File: src/rtl/floppy_emu_pkg.sv
// Shared timing constants and helpers for the floppy emulator write-path decoder.
// Cell timing is derived from the number of clocks per 2 us GCR bit cell.
package floppy_emu_pkg;

  localparam int CELL_CLKS_DEF   = 14;
  localparam int SYNC_STAGES_DEF = 2;
  localparam int CNT_W           = 5;

  // What the cell timer decided this clock.
  typedef enum logic [1:0] {
    CELL_WAIT = 2'd0,
    CELL_EDGE = 2'd1,
    CELL_ZERO = 2'd2
  } cellEvent_t;

  // A missing transition is declared 1.5 cells after the previous bit.
  function automatic int zeroTrig(input int cellClks);
    return cellClks + cellClks / 2 - 1;
  endfunction

  // Reload so that further zeros land one full cell apart while idle.
  function automatic int reloadVal(input int cellClks);
    return cellClks / 2;
  endfunction

  localparam int ZERO_TRIG = zeroTrig(CELL_CLKS_DEF);
  localparam int RELOAD    = reloadVal(CELL_CLKS_DEF);

endpackage

File: src/rtl/floppy_emu_if.sv
// Write-path bundle: host WR line in, decoded GCR byte and toggle strobe out.
// master = host/microcontroller side, slave = decoder.
interface floppy_emu_if;
  logic       wr;
  logic [7:0] wrData;
  logic       rdAckWrByte;

  modport master (output wr, input wrData, input rdAckWrByte);
  modport slave  (input wr, output wrData, output rdAckWrByte);
endinterface

File: src/rtl/floppy_emu_wr_edge_sync.sv
// Synchronises the asynchronous WR line and emits a one-clock pulse on
// every transition of either polarity.
module wr_edge_sync #(
  parameter int SYNC_STAGES = 2
) (
  input  logic clk,
  input  logic rst_n,
  input  logic wr,
  output logic edgePulse
);

  logic [SYNC_STAGES-1:0] syncReg;
  logic                   wrPrevReg;

  always_ff @(posedge clk or negedge rst_n) begin
    if (!rst_n) begin
      syncReg   <= '0;
      wrPrevReg <= 1'b0;
    end else begin
      syncReg   <= {syncReg[SYNC_STAGES-2:0], wr};
      wrPrevReg <= syncReg[SYNC_STAGES-1];
    end
  end

  assign edgePulse = syncReg[SYNC_STAGES-1] ^ wrPrevReg;

endmodule

File: src/rtl/floppy_emu.sv
// GCR write-path decoder: recovers bits from WR transitions and frames
// self-synchronising bytes (MSB set) for the microcontroller.
module floppy_emu
  import floppy_emu_pkg::*;
#(
  parameter int CELL_CLKS   = CELL_CLKS_DEF,
  parameter int SYNC_STAGES = SYNC_STAGES_DEF
) (
  input  logic          clk,
  input  logic          rst_n,
  floppy_emu_if.slave   bus
);

  localparam logic [CNT_W-1:0] ZERO_AT   = CNT_W'(zeroTrig(CELL_CLKS));
  localparam logic [CNT_W-1:0] RELOAD_AT = CNT_W'(reloadVal(CELL_CLKS));

  logic             edgePulse;
  cellEvent_t       cellEvt;
  logic [CNT_W-1:0] cntReg,    cntNext;
  logic [7:0]       shReg,     shNext;
  logic [7:0]       wrDataReg, wrDataNext;
  logic             ackReg,    ackNext;
  logic [7:0]       shiftVal;

  wr_edge_sync #(.SYNC_STAGES(SYNC_STAGES)) uEdge (
    .clk       (clk),
    .rst_n     (rst_n),
    .wr        (bus.wr),
    .edgePulse (edgePulse)
  );

  // A transition always wins over a pending zero in the same clock.
  always_comb begin
    cellEvt = CELL_WAIT;
    if (edgePulse) begin
      cellEvt = CELL_EDGE;
    end else if (cntReg == ZERO_AT) begin
      cellEvt = CELL_ZERO;
    end
  end

  always_comb begin
    cntNext    = cntReg + 1'b1;
    shNext     = shReg;
    wrDataNext = wrDataReg;
    ackNext    = ackReg;
    shiftVal   = {shReg[6:0], (cellEvt == CELL_EDGE)};

    if (cellEvt == CELL_EDGE) begin
      cntNext = '0;
    end else if (cellEvt == CELL_ZERO) begin
      cntNext = RELOAD_AT;
    end

    // Zeros into an empty shifter stay zero, so gaps are absorbed and
    // framing locks onto the next leading one.
    if (cellEvt != CELL_WAIT) begin
      if (shiftVal[7]) begin
        wrDataNext = shiftVal;
        ackNext    = ~ackReg;
        shNext     = '0;
      end else begin
        shNext     = shiftVal;
      end
    end
  end

  always_ff @(posedge clk or negedge rst_n) begin
    if (!rst_n) begin
      cntReg    <= '0;
      shReg     <= '0;
      wrDataReg <= 8'h00;
      ackReg    <= 1'b0;
    end else begin
      cntReg    <= cntNext;
      shReg     <= shNext;
      wrDataReg <= wrDataNext;
      ackReg    <= ackNext;
    end
  end

  assign bus.wrData      = wrDataReg;
  assign bus.rdAckWrByte = ackReg;

endmodule

File: src/flat_wrapper.sv
// flat-port wrapper written by rule: the top's interface ports become plain ports
module floppy_emu_flat import floppy_emu_pkg::*;
#(
  parameter int CELL_CLKS   = CELL_CLKS_DEF,
  parameter int SYNC_STAGES = SYNC_STAGES_DEF
)
  (clk, rst_n, bus_wr, bus_wrData, bus_rdAckWrByte);
  floppy_emu_if bus_i ();
  input  logic clk;
  input  logic rst_n;
  input wire logic [$bits(bus_i.wr)-1:0] bus_wr;
  output wire logic [$bits(bus_i.wrData)-1:0] bus_wrData;
  output wire logic [$bits(bus_i.rdAckWrByte)-1:0] bus_rdAckWrByte;
  assign bus_i.wr = bus_wr;
  assign bus_wrData = bus_i.wrData;
  assign bus_rdAckWrByte = bus_i.rdAckWrByte;
  floppy_emu #(.CELL_CLKS(CELL_CLKS), .SYNC_STAGES(SYNC_STAGES)) u_core (.clk(clk), .rst_n(rst_n), .bus(bus_i));
endmodule
File: config.mk
export PLATFORM = sky130hd
export DESIGN_NAME = floppy_emu_flat
export DESIGN_NICKNAME = d
export VERILOG_FILES = /design/src/rtl/floppy_emu_pkg.sv /design/src/rtl/floppy_emu_if.sv /design/src/rtl/floppy_emu_wr_edge_sync.sv /design/src/rtl/floppy_emu.sv /design/src/flat_wrapper.sv
export SDC_FILE = /design/constraint.sdc
export NUM_CORES = 1
export LEC_CHECK = 0
export ABC_AREA = 1
export CAP_MARGIN = 20
export CORE_ASPECT_RATIO = 1.2
export CORE_UTILIZATION = 40
export DETAILED_ROUTE_END_ITERATION = 7
export PLACE_DENSITY_LB_ADDON = 0.15
export SLEW_MARGIN = 20
export SYNTH_ARGS = -nofsm -noshare
export SYNTH_HDL_FRONTEND = slang
export SYNTH_SLANG_ARGS = --single-unit
File: constraint.sdc
create_clock -name clk -period 3 [get_ports clk]
set_input_delay 0.6 -clock clk [delete_from_list [all_inputs] [get_ports clk]]
set_output_delay 0.6 -clock clk [all_outputs]
set_load 0.1 [all_outputs]
## After elaboration in Yosys (flattened, before gate mapping)

Cells that the tools add are included.

- Bits in registers: 24
- Bits of input ports: 3
- Word-level logic and storage cells: 19

- $add $sub $neg: 1
- Equal/unequal tests: 3
- Multiplexer cells: 5
- Bitwise gates (word level): 2
- Reductions and logical operators: 2

Operators with widths:

| operator | count |
|---|---|
| 5-bit 2-to-1 mux | 2 |
| 7-bit 2-to-1 mux | 1 |
| 5-bit by 1-bit adder with 5-bit output, second input constant | 1 |
| 5-bit equality test, second input constant | 1 |
| 2-bit 2-to-1 mux | 2 |
| 2-bit by 1-bit equality test with 1-bit output, second input constant | 1 |
| 2-bit equality test, second input constant | 1 |
| 2-bit AND reduction | 1 |
| 2-bit nonzero test | 1 |
| 1-bit NOT | 1 |
| 1-bit bitwise XOR | 1 |

## Longest topological paths before layout

Gate-level depths: netlist of run 1.

- Word-level depth: 6
- Depth in mapped cells: 9
- Mapped depth without buffers: 9

## Modules after synthesis

A second synthesis of run 1 with hierarchy kept.

- Cells, all modules: 105
- Area, all modules: 1,042.2 um^2

Modules (own cells, without submodules):

| module | instances | cells an instance | area each (um^2) |
|---|---|---|---|
| floppy_emu | 1 | 97 | 948.4 |
| wr_edge_sync | 1 | 8 | 93.8 |

## Least setup slack after synthesis of run 1

Ideal clock, no wire load.

- Kind: flip-flop to output port
- Start: register u_core.ackReg, in the netlist u_core.bus.rdAckWrByte
- End: output port bus_rdAckWrByte
- Arrival time: 912 ps
- Setup slack: 1,488 ps
- Cell stages (with the launch flop): 1
- Path buffers: 0
- Path through: dfrtp_1

RTL lines:

| item | RTL line | RTL |
|---|---|---|
| start, declared | floppy_emu.sv:22 | `logic ackReg, ackNext;` |
| start signal, assigned | floppy_emu.sv:78 | `ackReg <= ackNext;` |
| end, declared | flat_wrapper.sv:13 | `output wire logic [$bits(bus_i.rdAckWrByte)-1:0] bus_rdAckWrByte;` |

No word-level cell between the ends.

## Worst setup path after layout of run 1

- Start: register u_core.ackReg, in the netlist u_core.bus.rdAckWrByte
- End: output port bus_rdAckWrByte

No word-level cell between the ends.

==> metrics.cfg, run 1 <==
[outcome]
status=finished clean

[global_route]
track_usage_pct=14.7
grt_pass1_vias=706
grt_pass1_wl_um=3060
grt.overflow.total=0
grt_antenna_before_repair=0
grt_max_degree=25

[floorplan]
io_pins=12
core_mm2=0.00238
num_rows=19
die_y_um=57.9
dieArea_mm2=0.00281
start_util_pct=43.7
dieWidth_um=48.5

[cts]
htreeDepth=1
cts_num_sinks=24
post_cts_buffers=0
cts_root_buf=clkbuf_4
clkTransAtPathRegs_ps=130
cts_tree=yes
holdBufCountCts=0
clock_latency_ps=310
clk_path_buf_depth=2
cts_resized=0
cts_buffers=3

[timing]
rsz0062_at_grt=no
fin_setup_tns_ps=0
slew_violations=0
hold_viol_final=0
fmax_mhz=620
fin_skew_ps=3.91
worst_pin_slew_ps=407
maxSlewHeadroom_pct=72.9
period_needed_ps=1610
finalSetupViolCount=0
timing.final.crit_share_pct=53.8

[logic_synthesis]
ys_ff_latch=24
synth.top_cells.by_area=dfrtp_1 58%, nand3_1 11%, nand2_1 9.7%, inv_1 3.2%, ha_1 2.4%
syn_area_mm2=0.00104
syn_nets=111
ys_warn_count=0
synth_cells=106
synth-seq-area-share_pct=57.8
netlist.area_leader.share_pct=57.8
yosysTopAreaCell=dfrtp_1
avgSynthCellArea_um2=9.81
yosysUniqueCellTypes=19

[worst_setup_path]
path_max_fanout=3
startpoint=u_core.bus.rdAckWrByte$_DFFE_PN0P_
arrival_ps=1010
cp_slowest_cell=dfrtp_1
r2r_start=u_core.cntReg[0]$_DFF_PN0_
worstSetupEndpointType=output pin
slowest_delay_ps=400
cp_top_family=flip-flops
cp_cell_sequence=buf_4
startpoint_type=register
cp.required_ps=2400
crit_type=reg2out
path_buf_inv=1

[drt]
avgRoutedWirePerCell_um=10.9
drc=0
dr.pass1.iters=4
routed_wirelength_um=1630
num_vias=715
via_per_inst=4.80
drtAntennaViolNets=0
drtIter0Drc=19

[hold_path]
hold_path_class=reg2reg
hp-start=u_core.uEdge.syncReg[0]$_DFF_PN0_

[placed_design]
gp_congestion=0.854
port_buffers=11
hpwl_um=1190

[job]
max-cap-violations=0

[layout]
synthToLayoutAreaGrowth_pct=11.9
layout-drive-gt1-share_pct=18.6
filler_cell_count=242
antennaDiodeCount=0
nets=124
final_cell_mix=27 x nand2_1, 24 x dfrtp_1, 23 x nand3_1, 10 x buf_4, 9 x inv_1
final_common_cell=nand2_1

-- state kept, by name, summed over array words and instances (netlist names) --
name / count
u_core.uEdge.wrPrevReg: 1
u_core.shReg: 7
u_core.bus.rdAckWrByte: 1
u_core.cntReg: 5
u_core.uEdge.syncReg: 2
u_core.bus.wrData: 8
-- per-layer routing --
metal  vias up  track usage (%)  wire [µm]
li1        360                -          -
met1       327             18.7        750
met2        23             23.1        766
met3         5             3.41         70
met4         0             8.40         44
met5         -                0          0
-- final timing paths --
| kind | to | slack, ps | cells past startpoint |
|---|---|---|---|
| setup / recovery | bus_rdAckWrByte | 1390 | 1 |
| setup reg to reg | u_core.bus.wrData[0]$_DFFE_PN0P_ | 1660 | 9 |
| max in group asynchronous | u_core.shReg[2]$_DFFE_PN0P_ | 2150 | 2 |
| hold reg to reg | u_core.uEdge.syncReg[1]$_DFF_PN0_ | 380 | 0 |
| min in group asynchronous | u_core.shReg[1]$_DFFE_PN0P_ | 620 | 2 |
| hold / removal | u_core.uEdge.syncReg[1]$_DFF_PN0_ | 380 | 0 |
-- cells in the mapped netlist --
cell type	count
a21oi_1	3
nand2_2	2
buf_4	1
ha_1	2
inv_1	9
clkbuf_4	1
inv_2	2
nand2_1	27
nand2_4	2
buf_6	1
nand2_8	1
nor2_1	3
nor2_2	1
xor2_1	1
dfrtp_1	24
buf_12	1
o21ai_1	1
nand3_1	23
xnor2_1	1
-- cell type report --
type	instances	area, µm²	area share, %
clock buffers	4	36.3	3.12
inverters	11	41.3	3.55
multi-input cells	67	352	30.2
flip-flops and latches	24	601	51.6
well taps	31	38.8	3.33
repair buffers	12	95.1	8.17
-- per-stage QoR --
| stage | hold slack (ps) | cell area, µm² | cells | setup WS, ps | util, % |
|---|---|---|---|---|---|
| 2_1_floorplan | 304 | 1040 | 106 | 1490 | - |
| 3_3_place_gp | 343 | 1130 | 145 | 1700 | 47.4 |
| 3_5_place_dp | 337 | 1130 | 145 | 1670 | 47.4 |
| 4_1_cts | 379 | 1160 | 149 | 1380 | 48.9 |
| 5_1_grt | 382 | 1160 | 149 | 1340 | 48.9 |
| 6_report | 375 | 1160 | 149 | 1390 | 48.9 |
-- kinds of logic (layout without fill, tap and decap cells) --
kind of cell / Yosys count / in the layout / synth area share, %
adders and majority gates: 2 / 2 / 2.41
DFF: 24 / 24 / 57.8
and+or+nand+nor: 59 / 59 / 27.8
buffers and inverters: 15 / 27 / 8.42
AOI/OAI and AO/OA: 4 / 4 / 1.92
xor gates and xnor gates: 2 / 2 / 1.69
Power of run 1 is left out: the tool's default activity adds up to more than one toggle a clock period on the data nets, which glitch-free logic cannot reach.
==> inputs of run 2 (changes only) <==
clock period = 1.7 ns   (was 3 ns; I/O delays follow)
==> run 2 against run 1 <==
Effect of this change: die area stayed put; sequential share of layout area is 4.6 points lower; non-clock buffer count stayed put; count of clock-buffer cells in the layout stayed put; setup slack worse by 1000 ps; sequential cell count stayed put; clock skew is 2.6 ps lower; critical path depth is 8 higher; utilization is 4.7 points higher; global-route usage is 0.15 points lower; register-to-register slack worse by 1300 ps; critical path type is now reg2reg.
==> metrics.cfg, run 2 (synthesis results as in run 1) <==
[outcome]
status=finished clean  ; unchanged

[timing]
fin_skew_ps=1.34  ; was 3.91 ps
slew_violations=0  ; unchanged
maxSlewHeadroom_pct=73.1  ; was 72.9%
fin_setup_tns_ps=0  ; unchanged
fmax_mhz=742
hold_viol_final=0  ; unchanged
finalSetupViolCount=0  ; unchanged
rsz0062_at_grt=no  ; unchanged
hold_ws_ps=363  ; was 375 ps
period_needed_ps=1350
timing.final.crit_share_pct=79.3
worst_pin_slew_ps=404  ; was 407 ps
fin_ws_ps=351  ; was 1390 ps

[power]
fin_total_pwr_mw=2.63
ir_drop_mv=1.29
power_density_mw_per_mm2=2060
p_leak_nw=0.668

[floorplan]
die_y_um=57.9  ; unchanged
num_rows=19  ; unchanged
start_util_pct=43.7  ; unchanged
core_mm2=0.00238  ; unchanged
dieWidth_um=48.5  ; unchanged
io_pins=12  ; unchanged
dieArea_mm2=0.00281  ; unchanged

[drt]
drtIter0Drc=14  ; was 19
drc=0  ; unchanged
routed_wirelength_um=1610  ; was 1630 µm
drtAntennaViolNets=0  ; unchanged
avgRoutedWirePerCell_um=10.8  ; was 10.9 µm
dr.pass1.iters=4  ; unchanged
via_per_inst=4.69  ; was 4.80
num_vias=699  ; was 715

[layout]
filler_cell_count=213  ; was 242
final_common_cell=nand2_1  ; unchanged
nets=124  ; unchanged
antennaDiodeCount=0  ; unchanged
synthToLayoutAreaGrowth_pct=22.7  ; was 11.9%
largest_reg_flops=8  ; unchanged
fin_area_mm2=0.00128  ; was 0.00116 mm²
layout-drive-gt1-share_pct=18.6  ; unchanged
final_cell_mix=27 x nand2_1, 24 x dfrtp_1, 23 x nand3_1, 9 x inv_1, 9 x buf_12  ; was 27 x nand2_1, 24 x dfrtp_1, 23 x nand3_1, 10 x buf_4, 9 x inv_1

[cts]
cts_root_buf=clkbuf_4  ; unchanged
post_cts_buffers=0  ; unchanged
htreeDepth=1  ; unchanged
clock_latency_ps=310  ; about the same
clk_path_buf_depth=2  ; unchanged
cts_tree=yes  ; unchanged
holdBufCountCts=0  ; unchanged
cts_resized=0  ; unchanged
cts_num_sinks=24  ; unchanged
clkTransAtPathRegs_ps=120  ; was 130 ps
cts_buffers=3  ; unchanged

[worst_setup_path]
r2r_start=u_core.cntReg[0]$_DFF_PN0_  ; unchanged
startpoint_type=register  ; unchanged
crit_type=reg2reg  ; was reg2out
cp_cell_sequence=inv_1, ha_1, nand2_2, inv_2, nand2_4, nand2_8, nand2_4, nand2_1, nand2_1  ; was buf_4
cp_top_family=simple AND/OR/NAND/NOR gates  ; was flip-flops
path_buf_inv=2  ; was 1
slowest_delay_ps=420  ; was 400 ps
r2r-end=u_core.bus.wrData[2]$_DFFE_PN0P_  ; was u_core.bus.wrData[0]$_DFFE_PN0P_
startpoint=u_core.cntReg[0]$_DFF_PN0_  ; was u_core.bus.rdAckWrByte$_DFFE_PN0P_
cp_slowest_cell=dfrtp_1  ; unchanged
reg2reg_depth=9  ; unchanged
arrival_ps=1560  ; was 1010 ps
path_max_fanout=15  ; was 3
reg2reg_slack_ps=350  ; was 1660 ps
worstSetupEndpointType=register  ; was output pin
cp.required_ps=1910  ; was 2400 ps

[global_route]
grt_antenna_before_repair=0  ; unchanged
track_usage_pct=14.5  ; was 14.7%
grt_pass1_wl_um=3120  ; was 3060 µm
grt_pass1_vias=698  ; was 706
grt.overflow.total=0  ; unchanged
grt_max_degree=25  ; unchanged

[placed_design]
place_area_mm2=0.00124  ; was 0.00113 mm²
gp_congestion=0.812  ; was 0.854
port_buffers=11  ; unchanged
hpwl_um=1220  ; was 1190 µm
pre_cts_ws_ps=362  ; was 1670 ps

[job]
max-cap-violations=0  ; unchanged

[hold_path]
hold_path_class=in2async  ; was reg2reg

## run 2: cell count changes in the layout (fill, tap and decap cells not counted)
cell,change
buf_12,+9
buf_4,-9
## run 2: per-layer routing
| metal | global-route usage (%) | up-vias | routed length [µm] |
|---|---|---|---|
| li1 | - | 359 | - |
| met3 | 2.10 | 2 | 74 |
| met4 | 7.56 | 0 | 18 |
| met2 | 22.5 | 21 | 749 |
| met5 | 0 | - | 0 |
| met1 | 20.0 | 317 | 765 |
## run 2: cell type report
class	instances	area [µm²]	area share (%)
clock buffers	4	36.3	2.84
repair buffers	12	208	16.3
multi-input cells	67	352	27.5
well taps	31	38.8	3.04
flip-flops and latches	24	601	47.1
inverters	11	41.3	3.24
## run 2: worst max path at each step
stage / to / slack, ps / depth (start not counted)
floorplan: u_core.bus.rdAckWrByte$_DFFE_PN0P_ / 430 / 3
global placement: u_core.bus.wrData[5]$_DFFE_PN0P_ / 410 / 9
detailed placement: u_core.bus.wrData[3]$_DFFE_PN0P_ / 360 / 9
CTS: u_core.bus.wrData[3]$_DFFE_PN0P_ / 330 / 9
global route: u_core.bus.wrData[1]$_DFFE_PN0P_ / 220 / 9
finish: u_core.bus.wrData[2]$_DFFE_PN0P_ / 350 / 9
## run 2: worst reg2reg max path, cell delays in order (launching register included)
cell and delay, ps:
dfrtp_1 420, inv_1 70, ha_1 160, nand2_2 50, inv_2 60, nand2_4 120, nand2_8 140, nand2_4 100
nand2_1 90, nand2_1 40
## run 2: power breakdown
group          internal [mW]  total (mW)  switching, mW
Clock                  0.131       0.291          0.160
Combinational          0.473        1.38          0.908
Sequential             0.752       0.956          0.205
Total                   1.36        2.63           1.27
## run 2: per-stage QoR
stage / utilization (%) / instances
6_report: 53.7 / 149
5_1_grt: 53.7 / 149
4_1_cts: 53.7 / 149
3_5_place_dp: 52.2 / 145
3_3_place_gp: 52.2 / 145
2_1_floorplan: - / 106
Note: power is estimated with default switching activity, not from simulation.
